**config.mk**
```make
export PLATFORM = sky130hd
export DESIGN_NAME = fpu_cmd_issuer
export DESIGN_NICKNAME = d
export VERILOG_FILES = /design/src/rtl/fpu_cmd_issuer.sv
export SDC_FILE = /design/constraint.sdc
export NUM_CORES = 1
export LEC_CHECK = 0
export CORE_MARGIN = 1
export CORE_UTILIZATION = 58
export DETAILED_ROUTE_END_ITERATION = 12
export GPL_TIMING_DRIVEN = 0
export PLACE_DENSITY = 0.84
export SLEW_MARGIN = 20
export SYNTH_ARGS = -nofsm -noshare
export SYNTH_HDL_FRONTEND = slang
export SYNTH_SLANG_ARGS = --single-unit
```
**constraint.sdc**
```tcl
create_clock -name clk -period 5.6 [get_ports clk]
set_input_delay 0.56 -clock clk [delete_from_list [all_inputs] [get_ports clk]]
set_output_delay 0.56 -clock clk [all_outputs]
set_load 0.02 [all_outputs]
```
**src/rtl/fpu_cmd_issuer.sv**
```systemverilog
// fpu_cmd_issuer
// Initiator side of the FPU operation interface. Commands from the system bus
// are buffered in a small FIFO. Each command is issued to the FPU core, which
// receives registered operands, op select, round mode and start. The result
// and flags are then collected into a tagged response. Only one operation is
// in flight at a time, so responses come back in command order.
//
// Ports
//   clk, reset                  clock (posedge), asynchronous active-low reset
//   cmd_valid/cmd_ready         command handshake (cmd_ready = FIFO not full)
//   cmd_a, cmd_b, cmd_op,
//   cmd_rm, cmd_tag             command payload
//   fpu_a, fpu_b, fpu_sel,
//   fpu_rm, fpu_start           registered drive to the FPU core
//   fpu_y, fpu_error,
//   fpu_overflow                FPU core result and flags
//   rsp_valid/rsp_ready         response handshake
//   rsp_y, rsp_error,
//   rsp_overflow, rsp_tag       captured response payload
//   busy                        high unless idle with an empty FIFO
//   fifo_count                  number of buffered commands
module fpu_cmd_issuer #(
  parameter int DEPTH       = 4,
  parameter int TAG_W       = 4,
  parameter int FPU_LATENCY = 3
) (
  input  logic                       clk,
  input  logic                       reset,
  input  logic                       cmd_valid,
  output logic                       cmd_ready,
  input  logic [31:0]                cmd_a,
  input  logic [31:0]                cmd_b,
  input  logic [1:0]                 cmd_op,
  input  logic [1:0]                 cmd_rm,
  input  logic [TAG_W-1:0]           cmd_tag,
  output logic [31:0]                fpu_a,
  output logic [31:0]                fpu_b,
  output logic [1:0]                 fpu_sel,
  output logic [1:0]                 fpu_rm,
  output logic                       fpu_start,
  input  logic [31:0]                fpu_y,
  input  logic                       fpu_error,
  input  logic                       fpu_overflow,
  output logic                       rsp_valid,
  input  logic                       rsp_ready,
  output logic [31:0]                rsp_y,
  output logic                       rsp_error,
  output logic                       rsp_overflow,
  output logic [TAG_W-1:0]           rsp_tag,
  output logic                       busy,
  output logic [$clog2(DEPTH):0]     fifo_count
);

  localparam int PW    = $clog2(DEPTH);
  localparam int CNT_W = PW + 1;
  localparam int CW    = $clog2(FPU_LATENCY + 1);
  localparam logic [CW-1:0]    LAT_C  = CW'(FPU_LATENCY);
  localparam logic [CNT_W-1:0] FULL_C = CNT_W'(DEPTH);

  typedef enum logic [1:0] {IDLE, RUN, RESP} state_t;

  state_t state_q, state_d;

  logic [31:0]      a_mem   [DEPTH];
  logic [31:0]      b_mem   [DEPTH];
  logic [1:0]       op_mem  [DEPTH];
  logic [1:0]       rm_mem  [DEPTH];
  logic [TAG_W-1:0] tag_mem [DEPTH];

  logic [PW-1:0]    wr_ptr, rd_ptr;
  logic [CNT_W-1:0] count;
  logic [CW-1:0]    cnt;
  logic [TAG_W-1:0] tag_q;
  logic             push, pop, full, empty;

  assign full       = (count == FULL_C);
  assign empty      = (count == '0);
  // Gated by reset so the bus sees no ready while the block is held in reset.
  assign cmd_ready  = reset && !full;
  assign push       = cmd_valid && cmd_ready;
  assign pop        = (state_q == IDLE) && !empty;
  assign busy       = (state_q != IDLE) || !empty;
  assign fifo_count = count;

  // FIFO storage: payload only, never needs clearing since count guards reads.
  always_ff @(posedge clk) begin
    if (push) begin
      a_mem[wr_ptr]   <= cmd_a;
      b_mem[wr_ptr]   <= cmd_b;
      op_mem[wr_ptr]  <= cmd_op;
      rm_mem[wr_ptr]  <= cmd_rm;
      tag_mem[wr_ptr] <= cmd_tag;
    end
  end

  // FIFO pointers and occupancy; pointers wrap naturally as DEPTH is a power of 2.
  always_ff @(posedge clk or negedge reset) begin
    if (!reset) begin
      wr_ptr <= '0;
      rd_ptr <= '0;
      count  <= '0;
    end else begin
      if (push) wr_ptr <= wr_ptr + 1'b1;
      if (pop)  rd_ptr <= rd_ptr + 1'b1;
      case ({push, pop})
        2'b10:   count <= count + 1'b1;
        2'b01:   count <= count - 1'b1;
        default: count <= count;
      endcase
    end
  end

  // FSM state register
  always_ff @(posedge clk or negedge reset) begin
    if (!reset) state_q <= IDLE;
    else        state_q <= state_d;
  end

  // FSM next state
  always_comb begin
    state_d = state_q;
    case (state_q)
      IDLE:    if (!empty)         state_d = RUN;
      RUN:     if (cnt == LAT_C)   state_d = RESP;
      RESP:    if (rsp_ready)      state_d = IDLE;
      default:                     state_d = IDLE;
    endcase
  end

  // Issue / capture registers. The whole output set clears on reset so an
  // aborted operation leaves no trace on either interface.
  always_ff @(posedge clk or negedge reset) begin
    if (!reset) begin
      fpu_a        <= '0;
      fpu_b        <= '0;
      fpu_sel      <= '0;
      fpu_rm       <= '0;
      fpu_start    <= 1'b0;
      cnt          <= '0;
      tag_q        <= '0;
      rsp_valid    <= 1'b0;
      rsp_y        <= '0;
      rsp_error    <= 1'b0;
      rsp_overflow <= 1'b0;
      rsp_tag      <= '0;
    end else begin
      case (state_q)
        IDLE: begin
          if (pop) begin
            fpu_a     <= a_mem[rd_ptr];
            fpu_b     <= b_mem[rd_ptr];
            fpu_sel   <= op_mem[rd_ptr];
            fpu_rm    <= rm_mem[rd_ptr];
            tag_q     <= tag_mem[rd_ptr];
            fpu_start <= 1'b1;
            cnt       <= CW'(1);
          end
        end
        RUN: begin
          // cnt counts edges with start high; sampling on the LAT-th one
          // keeps start asserted for exactly FPU_LATENCY cycles.
          if (cnt == LAT_C) begin
            rsp_y        <= fpu_y;
            rsp_error    <= fpu_error;
            rsp_overflow <= fpu_overflow;
            rsp_tag      <= tag_q;
            rsp_valid    <= 1'b1;
            fpu_start    <= 1'b0;
          end else begin
            cnt <= cnt + 1'b1;
          end
        end
        RESP: begin
          if (rsp_ready) rsp_valid <= 1'b0;
        end
        default: ;
      endcase
    end
  end

endmodule
```
==> impl_results.md <==
- Outcome: completed
- Area Growth Syn to Fin: 26.4%
- Final Util: between 70 and 80%
- Yosys warns: 0
- CTS tree: done
- Post-route ant nets: 0
- Unrepaired setup endpoints after global routing: no
- Post-route setup slack: 2280 ps
- GRT Total Usage: a little under a quarter
- Final Cycle Share: 59.2%
- # hold bufs at CTS: 1
- Sequential share of power: roughly 39%
- Root Driver: clkbuf_16
- Reg2reg end: fifo_count[2]
- Setup bufs post-CTS: 0
- Critical path peak fanout: 78
- Mapped Nets: 792
- Largest net degree at the start of global routing: 79
- WL met1: 12000 um
- Max-slew headroom: 52.9%
- R2r startpoint: state_q[1]
- Worst-case clock buffer depth: 3
- Netlist cell types: 33
- Number of synthesized flops with an enable pin: 288
- Die footprint: 27300 um^2
- WS Path Type: input pin to output pin
- Clock skew: 19.1 ps
- Sw Share: between 20 and 30%
- R2R cell count: 10
- Final Hold Vio Count: 0
- Hold Path End: cnt[0]
- FF+latch area: 11700 um^2
- Num CTS Buffers: 41
- Starting Density: 59.2%
- Max VDD drop: 0.393 mV
- Global-route wire length before repair: approximately 45000 um
- Core Area: 26100 um^2
- Int Power: 0.00782 W
- Hold_sp: cnt[0]
- Pre-CTS WS: 2390 ps
- Setup TNS Final: 0 ps
- P_sw: ~0.0033 W
- Most frequent cells in the layout: edfxtp_1, clkdlybuf4s50_1, dfrtp_1
- Fin crit period: about 3300 ps
- Gate power share: between 30% and 40%
- DRT Pass-1 Iters: 4
- # port buffers: about 220
- DRC: 0
- Synth async-reset ratio: 29.9%
- Post-CTS Resized: 0
- Layout fillers: roughly 1.4k
- Antenna violations before repair: 3
- Clock latency on the worst-skew pair: 520 ps
- Crit start category: input pin
- Reg clk slew, reported paths: 50 ps
- R2R Setup Slk: 3150 ps
- Total gr overflow: 0
- Rows: 59
- Final #Nets: 1063
- Met2 routed WL: between 15000 and 20000 um
- Highest clock rate: between 300 and 400 MHz
- Pwr per Cell Area: 571 nW/um^2
- Initial DRC count: between 400 and 500
- Layout cells sized above 1: 25.2%
- Synth Instances: 675
- Top FF cell, synth: edfxtp_1
- Synth Cell Area: 15400 um^2
- WP data arrival: 2760 ps
- Synth Register Bits: 411
- Routed wl met3: 1910 um
- H-Tree Depth: 2
- Final Wtd Congestion: 0.693
- Worst EP required: just over 5000 ps
- Final slew viol count: 0
- Detailed Route WL: 30200 um
- WHS Path Cells: 1
- CTS Sinks: 411
- DIE WIDTH: 165 um
- Routed WL per cell: 22.9 um
- Worst-margin pin slew: 707 ps
- Max-cap violation count: 0
- I/O pins: between 200 and 250
- CP Capture Type: output pin
- Syn avg cell area: between 20 and 25 um^2
- Dpl hpwl: 18800 um
- Vias in the first global route: 8007
- Die H: 165 um
- Routed vias: 7361
- Hold Path Class: flop to flop
- Crit path from: reset
- Top sig layer: met5
- Leading cell type in the layout, fill and taps excluded: edfxtp_1
- Area of the multi-input gates: 3440 um^2
- Leak pwr: 7.06 nW
- Post-synthesis sequential area ratio: 76.0%
- Setup violations, final: 0
- Vias per Instance: 5.60
- Clk network pwr share: 23.6%
## how the worst max path moves through the flow
| stage | to | slack [ps] | cells past startpoint |
|---|---|---|---|
| 2_1_floorplan | a_mem[0][0] | 2600 | 2 |
| 3_3_place_gp | a_mem[3][6] | -4410 | 3 |
| 3_5_place_dp | a_mem[3][6] | 2390 | 5 |
| 4_1_cts | cmd_ready | 2240 | 5 |
| 5_1_grt | cmd_ready | 2090 | 5 |
| 6_report | cmd_ready | 2280 | 5 |
## routing by layer
layer / up-vias / track usage (%)
met5: - / 0
met4: 2 / 6.17
met3: 50 / 5.69
met2: 212 / 39.3
met1: 3852 / 28.7
li1: 3245 / -
## flip-flops by register name (all words and copies together), names as in the netlist, 3 cells and up
signal	cells
op_mem	8
tag_q	4
rsp_tag	4
b_mem	128
rsp_y	32
fifo_count	3
rm_mem	8
fpu_a	32
tag_mem	16
fpu_b	32
a_mem	128
## worst max-delay path: stages
cell and delay (ps):
dlygate4sd3_1 560, buf_8 370, buf_16 360, o31a_1 200
clkdlybuf4s50_1 590
## power by group through the flow
stage | clock network [W] | logic (W) | registers (W)
after detailed placement | 0 | 0.00424 | 0.00437
after global routing | 0.00279 | 0.00445 | 0.00440
after global placement | 0 | 0.00409 | 0.00438
after floorplan | 0 | 0.00223 | 0.00482
after CTS | 0.00267 | 0.00426 | 0.00433
final | 0.00263 | 0.00419 | 0.00433
## Yosys cell counts (3+ instances only)
cell      count  area (um^2)
and2_1        4         25.0
buf_1         4         15.0
buf_12        7          140
buf_2        10         50.1
clkbuf_1      5         18.8
dfrtp_1     123         3080
edfxtp_1    288         8650
ha_1          6         75.1
inv_1         8         30.0
mux2_1       29          327
mux2_2       22          248
mux2_4       60          901
mux4_2       72         1620
nand2_1       8         30.0
nor2_1        3         11.3
o21ai_0       3         15.0
xnor2_1       5         43.8
## metrics by stage
step / instance area [um^2] / cells / total power [W] / hold WS (ps)
6_report: 19500 / 1315 / 0.0111 / 477
3_3_place_gp: 18100 / 1232 / 0.00847 / 467
4_1_cts: 19500 / 1313 / 0.0113 / 481
5_1_grt: 19500 / 1313 / 0.0116 / 502
3_5_place_dp: 18200 / 1237 / 0.00861 / 468
2_1_floorplan: 15400 / 675 / 0.00706 / 264
## layout make-up
cell class | count | area share [%]
sequential | 411 | 60.1
clock buffer | 55 | 5.68
timing repair buffer | 228 | 12.1
multi-input combinational | 227 | 17.6
antenna | 2 | 0.0257
clock inverter | 20 | 0.904
tap | 335 | 2.15
inverter | 9 | 0.173
buffer | 28 | 1.23
## cell families (layout without fill, tap and decap cells)
kind of cell	Yosys count	in the layout	synth area share, %
adders and majority gates	7	7	0.616
muxes	184	184	20.1
DFF	411	411	76.0
xor gates and xnor gates	6	6	0.341
AOI/OAI and AO/OA	8	8	0.333
other	0	2	0
buffers and inverters	37	340	1.77
and+or+nand+nor	22	22	0.795
Power figures use the tool's default switching activity.
